--- src/rtl/mii_tx_scheduler.sv ---
// Two-requester round-robin MII transmit scheduler: frames payload from
// show-ahead sources as START, data, TERM/IDLE fill and inter-packet gap.
module mii_tx_scheduler #(
    parameter int         DATA_WIDTH    = 64,
    parameter int         CTRL_WIDTH    = 8,
    parameter logic [7:0] IDLE_CODE     = 8'h07,
    parameter logic [7:0] START_CODE    = 8'hFB,
    parameter logic [7:0] TERM_CODE     = 8'hFD,
    parameter logic [7:0] PREAMBLE_BYTE = 8'h55,
    parameter int         MIN_LEN       = 46,
    parameter int         MAX_LEN       = 150,
    parameter int         IPG_BYTES     = 12,
    parameter int         LEN_WIDTH     = 8
) (
    input  logic                  clk,
    input  logic                  i_rst,
    input  logic [1:0]            i_req,
    input  logic [LEN_WIDTH-1:0]  i_len0,
    input  logic [LEN_WIDTH-1:0]  i_len1,
    input  logic [DATA_WIDTH-1:0] i_data0,
    input  logic [DATA_WIDTH-1:0] i_data1,
    output logic [1:0]            o_rd,
    output logic [1:0]            o_grant,
    output logic [1:0]            o_done,
    output logic [1:0]            o_reject,
    output logic [DATA_WIDTH-1:0] o_tx_data,
    output logic [CTRL_WIDTH-1:0] o_tx_ctrl,
    output logic                  o_busy
);
    typedef enum logic [2:0] {ST_IDLE, ST_SOF, ST_PAYLOAD, ST_TERM, ST_IPG} state_t;

    localparam logic [LEN_WIDTH-1:0] MIN_L = LEN_WIDTH'(MIN_LEN);
    localparam logic [LEN_WIDTH-1:0] MAX_L = LEN_WIDTH'(MAX_LEN);

    state_t                state, state_nx;
    logic                  sel, sel_nx;
    logic                  last_sel, last_sel_nx;
    logic [LEN_WIDTH-1:0]  words_left, words_left_nx;
    logic [LEN_WIDTH-1:0]  ipg_k, ipg_k_nx;
    logic [LEN_WIDTH-1:0]  ipg_left, ipg_left_nx;
    logic [2:0]            rem, rem_nx;
    logic [DATA_WIDTH-1:0] tx_data_nx;
    logic [CTRL_WIDTH-1:0] tx_ctrl_nx;
    logic                  pick, legal, last_word;
    logic [LEN_WIDTH-1:0]  pick_len;

    // Extra IDLE words needed after the tail; the arbitration IDLE word is counted too.
    function automatic logic [LEN_WIDTH-1:0] ipg_words(input logic [2:0] r);
        int tail, need, words;
        tail  = (r == 3'd0) ? 7 : 7 - int'(r);
        need  = (IPG_BYTES > tail) ? IPG_BYTES - tail : 0;
        words = (need + 7) / 8;
        return (words > 0) ? LEN_WIDTH'(words - 1) : '0;
    endfunction

    always_comb begin
        state_nx      = state;
        sel_nx        = sel;
        last_sel_nx   = last_sel;
        words_left_nx = words_left;
        ipg_k_nx      = ipg_k;
        ipg_left_nx   = ipg_left;
        rem_nx        = rem;
        tx_data_nx    = {8{IDLE_CODE}};
        tx_ctrl_nx    = '1;
        o_rd          = '0;
        o_grant       = '0;
        o_done        = '0;
        o_reject      = '0;
        o_busy        = (state != ST_IDLE);
        pick          = (i_req == 2'b11) ? ~last_sel : i_req[1];
        pick_len      = pick ? i_len1 : i_len0;
        legal         = (pick_len >= MIN_L) && (pick_len <= MAX_L);
        last_word     = (words_left == LEN_WIDTH'(1));

        case (state)
            ST_IDLE: begin
                if (i_req != 2'b00 && !i_rst) begin
                    last_sel_nx = pick;
                    if (legal) begin
                        sel_nx        = pick;
                        words_left_nx = (pick_len >> 3) + LEN_WIDTH'(pick_len[2:0] != 3'd0);
                        rem_nx        = pick_len[2:0];
                        ipg_k_nx      = ipg_words(pick_len[2:0]);
                        state_nx      = ST_SOF;
                    end else begin
                        o_reject[pick] = 1'b1;
                    end
                end
            end
            ST_SOF: begin
                o_grant[sel] = 1'b1;
                tx_data_nx   = {{7{PREAMBLE_BYTE}}, START_CODE};
                tx_ctrl_nx   = CTRL_WIDTH'(1);
                state_nx     = ST_PAYLOAD;
            end
            ST_PAYLOAD: begin
                o_grant[sel]  = 1'b1;
                o_rd[sel]     = 1'b1;
                tx_data_nx    = sel ? i_data1 : i_data0;
                tx_ctrl_nx    = '0;
                words_left_nx = words_left - LEN_WIDTH'(1);
                if (last_word) begin
                    if (rem == 3'd0) begin
                        state_nx = ST_TERM;
                    end else begin
                        for (int unsigned i = 0; i < 8; i++) begin
                            if (3'(i) == rem) begin
                                tx_data_nx[8*i +: 8] = TERM_CODE;
                                tx_ctrl_nx[i]        = 1'b1;
                            end else if (3'(i) > rem) begin
                                tx_data_nx[8*i +: 8] = IDLE_CODE;
                                tx_ctrl_nx[i]        = 1'b1;
                            end
                        end
                        o_done[sel] = 1'b1;
                        ipg_left_nx = ipg_k;
                        state_nx    = (ipg_k != '0) ? ST_IPG : ST_IDLE;
                    end
                end
            end
            ST_TERM: begin
                o_grant[sel] = 1'b1;
                o_done[sel]  = 1'b1;
                tx_data_nx   = {{7{IDLE_CODE}}, TERM_CODE};
                ipg_left_nx  = ipg_k;
                state_nx     = (ipg_k != '0) ? ST_IPG : ST_IDLE;
            end
            ST_IPG: begin
                ipg_left_nx = ipg_left - LEN_WIDTH'(1);
                if (ipg_left == LEN_WIDTH'(1)) state_nx = ST_IDLE;
            end
            default: state_nx = ST_IDLE;
        endcase

        // An aborted frame must not pop, complete or reject anything.
        if (i_rst) begin
            o_rd     = '0;
            o_done   = '0;
            o_reject = '0;
        end
    end

    always_ff @(posedge clk) begin
        if (i_rst) begin
            state      <= ST_IDLE;
            sel        <= 1'b0;
            last_sel   <= 1'b1;
            words_left <= '0;
            ipg_k      <= '0;
            ipg_left   <= '0;
            rem        <= '0;
            o_tx_data  <= {8{IDLE_CODE}};
            o_tx_ctrl  <= '1;
        end else begin
            state      <= state_nx;
            sel        <= sel_nx;
            last_sel   <= last_sel_nx;
            words_left <= words_left_nx;
            ipg_k      <= ipg_k_nx;
            ipg_left   <= ipg_left_nx;
            rem        <= rem_nx;
            o_tx_data  <= tx_data_nx;
            o_tx_ctrl  <= tx_ctrl_nx;
        end
    end
endmodule

--- config.mk ---
export PLATFORM = sky130hd
export DESIGN_NAME = mii_tx_scheduler
export DESIGN_NICKNAME = d
export VERILOG_FILES = /design/src/rtl/mii_tx_scheduler.sv
export SDC_FILE = /design/constraint.sdc
export NUM_CORES = 1
export LEC_CHECK = 0
export ABC_AREA = 0
export BUFFER_PORTS_ARGS = -buffer_cell sky130_fd_sc_hd__buf_4
export CORE_AREA = 3 3 97 109
export CTS_CLUSTER_DIAMETER = 40
export CTS_CLUSTER_SIZE = 16
export DETAILED_ROUTE_END_ITERATION = 6
export DIE_AREA = 0 0 100 112
export GPL_TIMING_DRIVEN = 0
export PLACE_DENSITY = 0.84
export SLEW_MARGIN = 30
export SYNTH_ARGS = -nofsm -noshare
export SYNTH_HDL_FRONTEND = slang
export SYNTH_SLANG_ARGS = --single-unit
--- constraint.sdc ---
create_clock -name clk -period 4.2 [get_ports clk]
set_input_delay 0.21 -clock clk [delete_from_list [all_inputs] [get_ports clk]]
set_output_delay 0.21 -clock clk [all_outputs]
set_load 0.01 [all_outputs]
==> metrics <==
DRT iter0 DRCs=roughly 280; die area=between 10000 and 15000 um^2; delay-heaviest family, CP=buffers and inverters; Post-synth EDFFs=0; CTS resizes=0; first-pass GRT wire length=between 20000 and 25000 um; Antenna Nets Post-Route=0; Final Routed Wirelength=approximately 17000 um; reg2reg setup slack=1620 ps; drt drc=0; Boundary Pins=between 200 and 250; syn_area_per_cell=between 8 and 9 um^2; number of setup violations in the final report=0; Fill cells=between 700 and 800; Reg clk slew, reported paths=90 ps; Initial Util=0.492; Hold Startpoint=i_data1[40]; IO Port Bufs=between 200 and 250; r2r endpoint=words_left[4]; Hold Vio Cnt, Final=0; CP bufs+invs=4; Sink Count=99; Worst slew margin=0.504; largest net degree at the start of global routing=16; CP max FO=10; startpoint types=register; YS warnings=0; Power Density=279 nW/um^2; Total GRT Usage=0.284; R2R depth=10; Root Driver=clkbuf_8; CP dominant cell by count=clkbuf_1; Worst-Skew Late Latency=between 300 and 400 ps; total CTS buffers=9; GPL Wtd Cong=around 0.9; Routed WL per cell=18.9 um; antenna cells=0; min cycle time layout=slightly below 3000 ps; synth-to-layout area growth=43.0%; HPWL Detailed=approximately 13000 um; Yosys cell types=a little over 60; depth of the worst hold-timing path=2; H-tree depth=3; Setup TNS=0 ps; CP required=around 4000 ps; Max Slew Vio Count=0; Peak Freq=347 MHz; cts hold-fix bufs=0; worst reg2reg startpoint=last_sel; outcome=finished clean; Core Box Area=9650 um^2; Async S/R FF share, synth=0; vias in the first global route=roughly 4700; Yosys reg bits=slightly below 100; row cnt=38; buffer count from post-CTS setup fixing=0; worst-case clock buffer depth=2; WHS Endpoint=o_tx_data[40]; DR vias=5002; Mapped Nets=684; Post-Layout Cell Count=about 890; cells after synthesis=530; crit path DAT=roughly 2700 ps; CTS tree=yes; Die Wd=~100 um; kind of critical path=reg2out; clock skew=around 8.4 ps; CP endpoint kind=output port; RSZ-0062 raised after global routing=false; GRT overflow=0; Netlist Area Pre-Place=4750 um^2; share of cells above drive strength 1=0.395; crit-path cells=clkbuf_1 -> clkbuf_1 -> buf_2 -> nand2_1 -> nor3_1 -> buf_4; WP depth=6; Least-Margin Pin Slew=around 740 ps; Peak supply drop=214 uV; Via density=~5.6; TritonRoute pass-1 iters=5; nets@finish=~920; Max Cap Viol=0; path type of the worst min-delay path=in2reg; Pleak=slightly below 0.003 uW; Placed Cells=a little under 900; CP max stage cell=clkbuf_1; top_reg_cell synth=dfxtp_1; CP max stage delay=approximately 600 ps; Chip Height=~110 um; Seq/Total Area, Yosys=0.417; Final period util=0.687; initial antenna violation count=0
-- worst max-delay path by stage --
| stage | slack (ps) | endpoint | from |
|---|---|---|---|
| 6_report | 1310 | o_done[1] | sel |
| 5_1_grt | 1180 | o_done[1] | sel |
| 4_1_cts | 1310 | o_done[1] | sel |
| 3_5_place_dp | 1580 | words_left[4] | i_req[0] |
| 3_3_place_gp | 1640 | words_left[4] | i_req[0] |
| 2_1_floorplan | 1920 | words_left[4] | last_sel |
-- synthesized netlist by cell type (all sizes together), types with 6 or more instances --
cell    number  area, um^2
buf         14        70.1
o22ai        7        43.8
nor3        19         105
a21oi       47         235
nor2        42         158
mux2i       36         360
a31oi       13        87.6
nand2       46         173
nand3       19         100
dfxtp       99        1980
a211oi       6        45.0
o21ai       24         124
ha           6        75.1
nor2b        6        37.5
mux2        31         349
clkbuf      21        78.8
inv         11        41.3
-- layout by cell type (no fill, tap or decap), types with 3 or more instances in the layout --
cell and instances:
a211o_1 3, o21ai_0 21, mux2i_1 36, clkbuf_8 11, nand2_1 46, buf_4 228
nor3_1 17, nor2b_1 6, xor2_1 3, a211oi_1 6, dfxtp_1 99, nor2_1 42
nor4_1 4, inv_1 11, nand4_1 3, ha_1 6, nor3b_1 3, o31ai_1 5
or2_2 4, a21o_1 3, a21oi_1 47, a31oi_1 12, or3_1 5, xnor2_1 5
clkbuf_1 21, o22ai_1 7, mux2_2 31, nand3_1 18, buf_2 14
-- power breakdown --
| part | internal, uW | switching [uW] |
|---|---|---|
| clock | 243 | 317 |
| combinational | 194 | 175 |
| sequential | 952 | 10.5 |
| total | 1390 | 503 |
-- flip-flops by register name, indices dropped and copies added, names as in the netlist --
name and count:
ipg_left 8, ipg_k 3, sel 1, state 3, rem 3, o_tx_ctrl 8
last_sel 1, o_tx_data 64, words_left 8
-- area by class of cell --
cell class / instances / area [um^2] / area share
inverter: 11 / 41.3 / 0.00608
multi-input combinational: 385 / 2580 / 0.380
clock buffer: 11 / 151 / 0.0223
clock inverter: 4 / 26.3 / 0.00387
sequential: 99 / 1980 / 0.292
buffer: 35 / 149 / 0.0219
timing repair buffer: 228 / 1710 / 0.252
tap: 120 / 150 / 0.0221
-- layer usage --
metal  up-vias  track usage  share of wire
li1       2394            -              -
met1      2358        0.314           0.37
met2       209        0.518           0.52
met3        41       0.0683          0.082
met4         0        0.110          0.033
met5         -            0              0
-- metrics by stage --
stage	worst slack [ps]	power (uW)	instance area (um^2)	hold WS, ps	utilization
CTS	1310	1890	6790	39.2	0.703
detailed placement	1580	1350	6610	421	0.685
global route	1180	1970	6790	42.7	0.703
finish	1310	1890	6790	52.5	0.703
global placement	1640	1340	6610	417	0.685
floorplan	1920	1170	4750	325	-
-- cells by family after synthesis --
| kind of cell | count (synthesis) | synth area share |
|---|---|---|
| XOR/XNOR | 8 | 0.0148 |
| AND/OR/NAND/NOR | 172 | 0.186 |
| flip-flops | 99 | 0.417 |
| adder cells (fa/ha/maj) | 6 | 0.0158 |
| buffers and inverters | 46 | 0.0401 |
| AO/OA/AOI/OAI | 132 | 0.177 |
| multiplexers | 67 | 0.149 |
No activity file was read; power rests on OpenSTA's default activity.
